`src/rtl/div_sequencer_if.sv`:
```
// Handshake/result bundle between the control unit (master) and div_sequencer (slave).
`default_nettype none

interface div_sequencer_if #(
    parameter int WIDTH = 32
);
    logic             start;
    logic             signed_op;
    logic [WIDTH-1:0] dividend;
    logic [WIDTH-1:0] divisor;
    logic [WIDTH-1:0] quotient;
    logic [WIDTH-1:0] remainder;
    logic             busy;
    logic             done;
    logic             div_zero;

    modport master (
        output start, signed_op, dividend, divisor,
        input  quotient, remainder, busy, done, div_zero
    );

    modport slave (
        input  start, signed_op, dividend, divisor,
        output quotient, remainder, busy, done, div_zero
    );
endinterface

`default_nettype wire

```
`src/rtl/div_sequencer.sv`:
```
// ============================================================================
// div_sequencer : multi-cycle signed/unsigned non-restoring divider, 1 bit/clk
// Optional zero-divisor short-cut enabled by macro DIV_ZERO_DETECT_EN.
// Revision: 1.0
// ============================================================================
`default_nettype none

module div_sequencer #(
    parameter int WIDTH = 32
) (
    input  logic           clock,
    input  logic           clear,
    div_sequencer_if.slave bus
);
    localparam int CNT_W = $clog2(WIDTH);
    localparam logic [CNT_W-1:0] c_LAST_CNT = CNT_W'(WIDTH - 1);
    localparam logic [CNT_W-1:0] c_CNT_ONE  = CNT_W'(1);

    typedef enum logic [1:0] {
        S_IDLE = 2'd0,
        S_ITER = 2'd1,
        S_FIX  = 2'd2,
        S_SIGN = 2'd3
    } state_t;

    state_t           state_q, state_d;
    logic [WIDTH:0]   a_q, a_d;
    logic [WIDTH-1:0] q_q, q_d;
    logic [WIDTH-1:0] m_q, m_d;
    logic [WIDTH-1:0] quot_q, quot_d;
    logic [WIDTH-1:0] rem_q, rem_d;
    logic [CNT_W-1:0] cnt_q, cnt_d;
    logic             negq_q, negq_d;
    logic             negr_q, negr_d;
    logic             busy_q, busy_d;
    logic             done_q, done_d;
`ifdef DIV_ZERO_DETECT_EN
    logic             dz_q, dz_d;
    logic             dzp_q, dzp_d;
`endif

    logic [WIDTH:0]   w_a_shift;
    logic [WIDTH:0]   w_a_step;
    logic             w_dvd_neg;
    logic             w_dvs_neg;
    logic [WIDTH-1:0] w_dvd_mag;
    logic [WIDTH-1:0] w_dvs_mag;

    // Add/subtract choice uses the sign of A before the shift; A always lies in [-M, M).
    assign w_a_shift = {a_q[WIDTH-1:0], q_q[WIDTH-1]};
    assign w_a_step  = a_q[WIDTH] ? (w_a_shift + {1'b0, m_q}) : (w_a_shift - {1'b0, m_q});
    assign w_dvd_neg = bus.signed_op & bus.dividend[WIDTH-1];
    assign w_dvs_neg = bus.signed_op & bus.divisor[WIDTH-1];
    assign w_dvd_mag = w_dvd_neg ? -bus.dividend : bus.dividend;
    assign w_dvs_mag = w_dvs_neg ? -bus.divisor  : bus.divisor;

    always_ff @(posedge clock or posedge clear) begin
        if (clear) begin
            state_q <= S_IDLE;
            a_q     <= '0;
            q_q     <= '0;
            m_q     <= '0;
            quot_q  <= '0;
            rem_q   <= '0;
            cnt_q   <= '0;
            negq_q  <= 1'b0;
            negr_q  <= 1'b0;
            busy_q  <= 1'b0;
            done_q  <= 1'b0;
`ifdef DIV_ZERO_DETECT_EN
            dz_q    <= 1'b0;
            dzp_q   <= 1'b0;
`endif
        end else begin
            state_q <= state_d;
            a_q     <= a_d;
            q_q     <= q_d;
            m_q     <= m_d;
            quot_q  <= quot_d;
            rem_q   <= rem_d;
            cnt_q   <= cnt_d;
            negq_q  <= negq_d;
            negr_q  <= negr_d;
            busy_q  <= busy_d;
            done_q  <= done_d;
`ifdef DIV_ZERO_DETECT_EN
            dz_q    <= dz_d;
            dzp_q   <= dzp_d;
`endif
        end
    end

    always_comb begin
        state_d = state_q;
        a_d     = a_q;
        q_d     = q_q;
        m_d     = m_q;
        quot_d  = quot_q;
        rem_d   = rem_q;
        cnt_d   = cnt_q;
        negq_d  = negq_q;
        negr_d  = negr_q;
        busy_d  = busy_q;
        done_d  = 1'b0;
`ifdef DIV_ZERO_DETECT_EN
        dz_d    = dz_q;
        dzp_d   = dzp_q;
`endif
        unique case (state_q)
            S_IDLE: begin
                if (bus.start) begin
                    negq_d  = w_dvd_neg ^ w_dvs_neg;
                    negr_d  = w_dvd_neg;
                    q_d     = w_dvd_mag;
                    m_d     = w_dvs_mag;
                    a_d     = '0;
                    cnt_d   = '0;
                    busy_d  = 1'b1;
                    state_d = S_ITER;
`ifdef DIV_ZERO_DETECT_EN
                    dz_d    = 1'b0;
                    dzp_d   = (bus.divisor == '0);
                    // Zero divisor: park the raw dividend in Q and pass through FIX with A=0.
                    if (bus.divisor == '0) begin
                        q_d     = bus.dividend;
                        negq_d  = 1'b0;
                        negr_d  = 1'b0;
                        state_d = S_FIX;
                    end
`endif
                end
            end
            S_ITER: begin
                a_d   = w_a_step;
                q_d   = {q_q[WIDTH-2:0], ~w_a_step[WIDTH]};
                cnt_d = cnt_q + c_CNT_ONE;
                if (cnt_q == c_LAST_CNT) begin
                    state_d = S_FIX;
                end
            end
            S_FIX: begin
                if (a_q[WIDTH]) begin
                    a_d = a_q + {1'b0, m_q};
                end
                state_d = S_SIGN;
            end
            S_SIGN: begin
                quot_d  = negq_q ? -q_q : q_q;
                rem_d   = negr_q ? -a_q[WIDTH-1:0] : a_q[WIDTH-1:0];
`ifdef DIV_ZERO_DETECT_EN
                if (dzp_q) begin
                    quot_d = '1;
                    rem_d  = q_q;
                end
                dz_d    = dzp_q;
`endif
                done_d  = 1'b1;
                busy_d  = 1'b0;
                state_d = S_IDLE;
            end
            default: begin
                state_d = S_IDLE;
            end
        endcase
    end

    assign bus.quotient  = quot_q;
    assign bus.remainder = rem_q;
    assign bus.busy      = busy_q;
    assign bus.done      = done_q;
`ifdef DIV_ZERO_DETECT_EN
    assign bus.div_zero  = dz_q;
`else
    assign bus.div_zero  = 1'b0;
`endif

endmodule

`default_nettype wire

```
`src/flat_wrapper.sv`:
```
// flat-port wrapper written by rule: the top's interface ports become plain ports
module div_sequencer_flat 
#(
    parameter int WIDTH = 32
)
  (clock, clear, bus_start, bus_signed_op, bus_dividend, bus_divisor, bus_quotient, bus_remainder, bus_busy, bus_done, bus_div_zero);
  div_sequencer_if #(.WIDTH(WIDTH)) bus_i ();
  input  logic clock;
  input  logic clear;
  input wire logic [$bits(bus_i.start)-1:0] bus_start;
  input wire logic [$bits(bus_i.signed_op)-1:0] bus_signed_op;
  input wire logic [$bits(bus_i.dividend)-1:0] bus_dividend;
  input wire logic [$bits(bus_i.divisor)-1:0] bus_divisor;
  output wire logic [$bits(bus_i.quotient)-1:0] bus_quotient;
  output wire logic [$bits(bus_i.remainder)-1:0] bus_remainder;
  output wire logic [$bits(bus_i.busy)-1:0] bus_busy;
  output wire logic [$bits(bus_i.done)-1:0] bus_done;
  output wire logic [$bits(bus_i.div_zero)-1:0] bus_div_zero;
  assign bus_i.start = bus_start;
  assign bus_i.signed_op = bus_signed_op;
  assign bus_i.dividend = bus_dividend;
  assign bus_i.divisor = bus_divisor;
  assign bus_quotient = bus_i.quotient;
  assign bus_remainder = bus_i.remainder;
  assign bus_busy = bus_i.busy;
  assign bus_done = bus_i.done;
  assign bus_div_zero = bus_i.div_zero;
  div_sequencer #(.WIDTH(WIDTH)) u_core (.clock(clock), .clear(clear), .bus(bus_i));
endmodule
```
`config.mk`:
```
export PLATFORM = sky130hd
export DESIGN_NAME = div_sequencer_flat
export DESIGN_NICKNAME = d
export VERILOG_FILES = /design/src/rtl/div_sequencer_if.sv /design/src/rtl/div_sequencer.sv /design/src/flat_wrapper.sv
export SDC_FILE = /design/constraint.sdc
export NUM_CORES = 1
export LEC_CHECK = 0
export CORE_MARGIN = 2
export CORE_UTILIZATION = 55
export CTS_CLUSTER_SIZE = 25
export DETAILED_ROUTE_END_ITERATION = 12
export GPL_ROUTABILITY_DRIVEN = 0
export HOLD_SLACK_MARGIN = 0.03
export MAX_ROUTING_LAYER = met4
export PLACE_DENSITY = 0.84
export SLEW_MARGIN = 20
export SYNTH_ARGS = -nofsm -noshare
export SYNTH_HDL_FRONTEND = slang
export SYNTH_SLANG_ARGS = --single-unit
export TNS_END_PERCENT = 1
```
`constraint.sdc`:
```
create_clock -name clock -period 7.6 [get_ports clock]
set_clock_uncertainty 0.05 [all_clocks]
set_input_delay 1.52 -clock clock [delete_from_list [all_inputs] [get_ports clock]]
set_output_delay 1.52 -clock clock [all_outputs]
set_load 0.02 [all_outputs]
```
==> run summary <==
The floorplan step defined a die boundary enclosing 25200 sq um. The run gives 0 as the total overflow reported by the global router. The startpoint identified for the worst register-to-register timing path is u_core.m_q[4]. Once the floorplan was initialized, standard cells occupied 56.1% of the core. Setup repair after global routing left no endpoint under its margin. The startpoint type of the worst setup path is a flop. Total length of routed wires: 35900 microns. The filler cells instantiated in the layout total 1919. The slack of the worst reg-to-reg path was 2.64 ns; the register area was 4310 sq um. In this run the power density over the cells is 531 nW/um^2. Dividing the synthesized area by the synthesized cell count gives 8.41 sq um. The worst path uses 65.2% of the clock period.

The clock tree synthesis step divided the H-tree into 4 levels. The run gives 0 as the number of failing setup endpoints in the final timing report. For this run, the number of Yosys warnings is 0. The number of nets at the end of the flow was 1801. For the number of pins with negative max-slew slack in the final report, the log shows 0.

The number of clock buffers added by TritonCTS is 17. The per-cell routed wire length was 18.1 microns; the cell depth of the worst min-delay path was 1. The initial antenna violation count came out at 1. Measured on the finished design, the core utilization comes to 65.3%. Of the cells placed in the final design, the portion with a size suffix greater than 1 is 6.18%.

Reg-to-reg endpoint: u_core.a_q[32]. For this run, the detailed router's first-pass iteration total came to 6. The gate count after technology mapping is 1566, and the number of buffers inserted by hold repair at cts is 0. The flow ran to the end, and the final reports show no timing, DRC or antenna violations.

The path with the worst hold slack has its endpoint at u_core.bus.quotient[15]. Of all flip-flops after synthesis, the portion carrying an async set or reset was 100%. The worst-skew pair later-pin latency is 0.45 ns.

The floorplan has 56 rows. For this run, design rule violations remaining after detail routing come to 0. The die is 159 microns wide. The number of enable-type register cells in the synthesized netlist is 0, and the highest ir drop seen on vdd is 0.283 mV. Clock-pin slew was measured on the worst setup and hold paths at 0.08 ns.

Synthesis inferred 172 register bits. The buffer cell driving the clock tree root is sky130_fd_sc_hd__clkbuf_16. The run gives 2 as the number of buffers on the longest clock path. For this block, the initial DRC count from the detailed router was 1202. The logs give 100 for the pin count of the biggest net entering global routing and 0 for the number of cells upsized or downsized after cts.

The floorplan step defined a core boundary enclosing 23500 sq um. During placement, the flow inserted port buffers numbering 133. For the headroom to the max-slew limit, the log shows 32.1%. Across all layers, the routed design uses 12200 vias. In this run the worst path has a maximum fanout of 6. The area of the multi-input gates came out at 8510 sq um. CTS saw 172 sinks. Measured in cells, the most critical reg-to-reg path has a length of 16. The final antenna-violating net count is 0, and the number of failing hold endpoints at the final stage is 0.

The startpoint of the worst hold path is u_core.bus.quotient[15]. The first global-routing pass estimated 58900 microns of wire. The run gives 6.78 nW as the reported leakage power. The min-delay analysis places its worst path in the category reg2reg. At the worst endpoint, the arrival time is 5.25 ns. The worst setup path is of the reg2reg kind. The global router's overall resource usage was 29.3%; the worst hold slack was 0.464 ns.

Dividing the detail-routed via count by the number of cells gives 6.14. From bottom edge to top edge, the die measures 159 microns. The worst setup path is captured at a flop.

Subtracting the final worst setup slack from the clock period gives 4.96 ns. The total power after layout came out at 8.14 mW. For the worst setup path, the data required time is 7.89 ns.

The synthesized netlist contains 85 unique library cells. The tools report the via count of the first global-routing pass as 11800. TritonCTS built the clock tree. The run gives 202 MHz as the fmax. Buffers added to address setup during post-CTS repair amount to 0.

The post-synthesis cell area is 13200 sq um, and the portion of the post-synthesis area used by sequential elements is 32.7%. The predominant post-synthesis flop cell was sky130_fd_sc_hd__dfrtp_1. 135 I/O pins were placed. The number of nets produced by synthesis is 1711. Across the run, the number of max-cap violations was 0. At the pin with the least slew margin, the transition time is 1.02 ns.

Once detailed placement completed, the half-perimeter wirelength came to 26100 microns. For the final routed database, the setup TNS stands at 0 ns. The area overhead of the layout relative to synthesis came out at 16.4%.
state kept, by name (all words and copies together) (netlist names):
| signal | count |
|---|---|
| u_core.bus.remainder | 32 |
| u_core.a_q | 33 |
| u_core.bus.busy | 1 |
| u_core.negq_q | 1 |
| u_core.bus.done | 1 |
| u_core.negr_q | 1 |
| u_core.bus.quotient | 32 |
| u_core.q_q | 32 |
| u_core.m_q | 32 |
| u_core.cnt_q | 5 |
| u_core.state_q | 2 |
synth_stat cells, drive strengths merged, types with 6 or more instances:
| cell type | count | area share, % |
|---|---|---|
| a21oi | 178 | 6.8 |
| dfrtp | 172 | 33 |
| nand2 | 167 | 4.8 |
| o21ai | 150 | 5.7 |
| nor2 | 141 | 4.1 |
| xor2 | 126 | 8.4 |
| xnor2 | 77 | 5.1 |
| ha | 75 | 7.1 |
| clkbuf | 60 | 1.7 |
| a21o | 50 | 2.9 |
| inv | 33 | 0.94 |
| nor3 | 32 | 1.4 |
| a22oi | 26 | 1.5 |
| o31ai | 23 | 1.4 |
| or3 | 22 | 1.2 |
| nand2b | 15 | 0.88 |
| nor4 | 15 | 0.90 |
| o41ai | 15 | 1.2 |
| and2 | 13 | 0.62 |
| nand3 | 13 | 0.49 |
| mux2 | 12 | 1.0 |
| a31oi | 11 | 0.57 |
| mux2i | 11 | 0.84 |
| nor2b | 11 | 0.52 |
| or2 | 10 | 0.49 |
| buf | 9 | 0.29 |
| or4 | 9 | 0.60 |
| a211oi | 8 | 0.46 |
| o21bai | 7 | 0.40 |
| and3 | 6 | 0.32 |
| nand3b | 6 | 0.34 |
metrics by stage:
stage	instance area, sq um	setup slack (ns)	std cells
2_1_floorplan	13200	1.37	1566
3_3_place_gp	14700	2.92	1956
3_5_place_dp	14700	2.83	1956
4_1_cts	15300	2.74	1987
5_1_grt	15300	2.29	1988
6_report	15300	2.64	1988
area by class of cell:
type | count | share of cell area, %
multi-input cells | 1292 | 55.6
flip-flops and latches | 172 | 28.1
repair buffers | 140 | 9.03
clock buffers | 18 | 2.87
well taps | 319 | 2.61
clock inverters | 13 | 0.948
inverters | 33 | 0.841
diodes | 1 | 0.0163
critical path: stages (launching register included):
cell,delay [ns]
sky130_fd_sc_hd__dfrtp_1,0.43
sky130_fd_sc_hd__nor3_1,0.32
sky130_fd_sc_hd__nand2_1,0.17
sky130_fd_sc_hd__nor4_2,0.36
sky130_fd_sc_hd__and4bb_2,0.36
sky130_fd_sc_hd__nor3b_1,0.36
sky130_fd_sc_hd__a21oi_1,0.14
sky130_fd_sc_hd__xor2_1,0.16
sky130_fd_sc_hd__ha_1,0.36
sky130_fd_sc_hd__a21o_1,0.21
sky130_fd_sc_hd__a21o_1,0.19
sky130_fd_sc_hd__a2111oi_0,0.40
sky130_fd_sc_hd__a21oi_1,0.19
sky130_fd_sc_hd__a31o_2,0.30
sky130_fd_sc_hd__a221o_1,0.38
sky130_fd_sc_hd__xor2_1,0.19
sky130_fd_sc_hd__o311ai_1,0.29
placed cells by master (no fill, tap or decap), drive strengths merged, types with 5 or more instances in the layout:
master / synthesis / final
mux2: 12 / 12
or2: 10 / 10
nand4: 5 / 5
inv: 33 / 43
o21ai: 150 / 150
mux2i: 11 / 11
and3: 6 / 6
a21oi: 178 / 178
o41ai: 15 / 15
ha: 75 / 75
nand3: 13 / 13
dfrtp: 172 / 172
nor2: 141 / 141
nor3: 32 / 32
and2: 13 / 13
or4: 9 / 9
buf: 9 / 7
nand3b: 6 / 6
nand2: 167 / 167
nand2b: 15 / 15
clkdlybuf4s50: 0 / 133
a21o: 50 / 50
a211oi: 8 / 8
nor4: 15 / 15
a22oi: 26 / 26
a31oi: 11 / 11
clkbuf: 60 / 18
xor2: 126 / 126
nor2b: 11 / 11
o21bai: 7 / 7
xnor2: 77 / 77
or3: 22 / 22
o31ai: 23 / 23
worst max path at each step:
| stage | from | to | cells after the start |
|---|---|---|---|
| 5_1_grt | u_core.m_q[3] | u_core.a_q[32] | 16 |
| 3_3_place_gp | u_core.m_q[3] | u_core.a_q[32] | 16 |
| 3_5_place_dp | u_core.m_q[4] | u_core.a_q[32] | 16 |
| 2_1_floorplan | clear | u_core.a_q[0] | 1 |
| 4_1_cts | u_core.m_q[4] | u_core.a_q[32] | 16 |
| 6_report | u_core.m_q[4] | u_core.a_q[32] | 16 |
cell families (layout without fill, tap and decap cells):
group | Yosys count | count (layout) | synth area share [%]
AO/OA/AOI/OAI | 511 | 511 | 23.9
AND/OR/NAND/NOR | 477 | 477 | 17.7
XOR/XNOR | 203 | 203 | 13.5
flip-flops | 172 | 172 | 32.7
buffers and inverters | 102 | 204 | 2.94
adder cells (fa/ha/maj) | 77 | 77 | 7.43
multiplexers | 23 | 23 | 1.86
other | 1 | 2 | 0.0285
layer usage:
metal	vias up	wire length [microns]	track usage, %
met1	5818	15100	37.8
met2	546	17000	47.0
met4	0	788	9.72
met5	-	0	-
met3	65	2920	4.83
li1	5786	-	-
report_power, final:
part	total [mW]	internal, mW	switching (mW)
sequential	1.98	1.37	0.611
combinational	5.27	2.21	3.06
clock	0.891	0.474	0.417
total	8.14	4.06	4.08
Note: power is estimated with default switching activity, not from simulation.
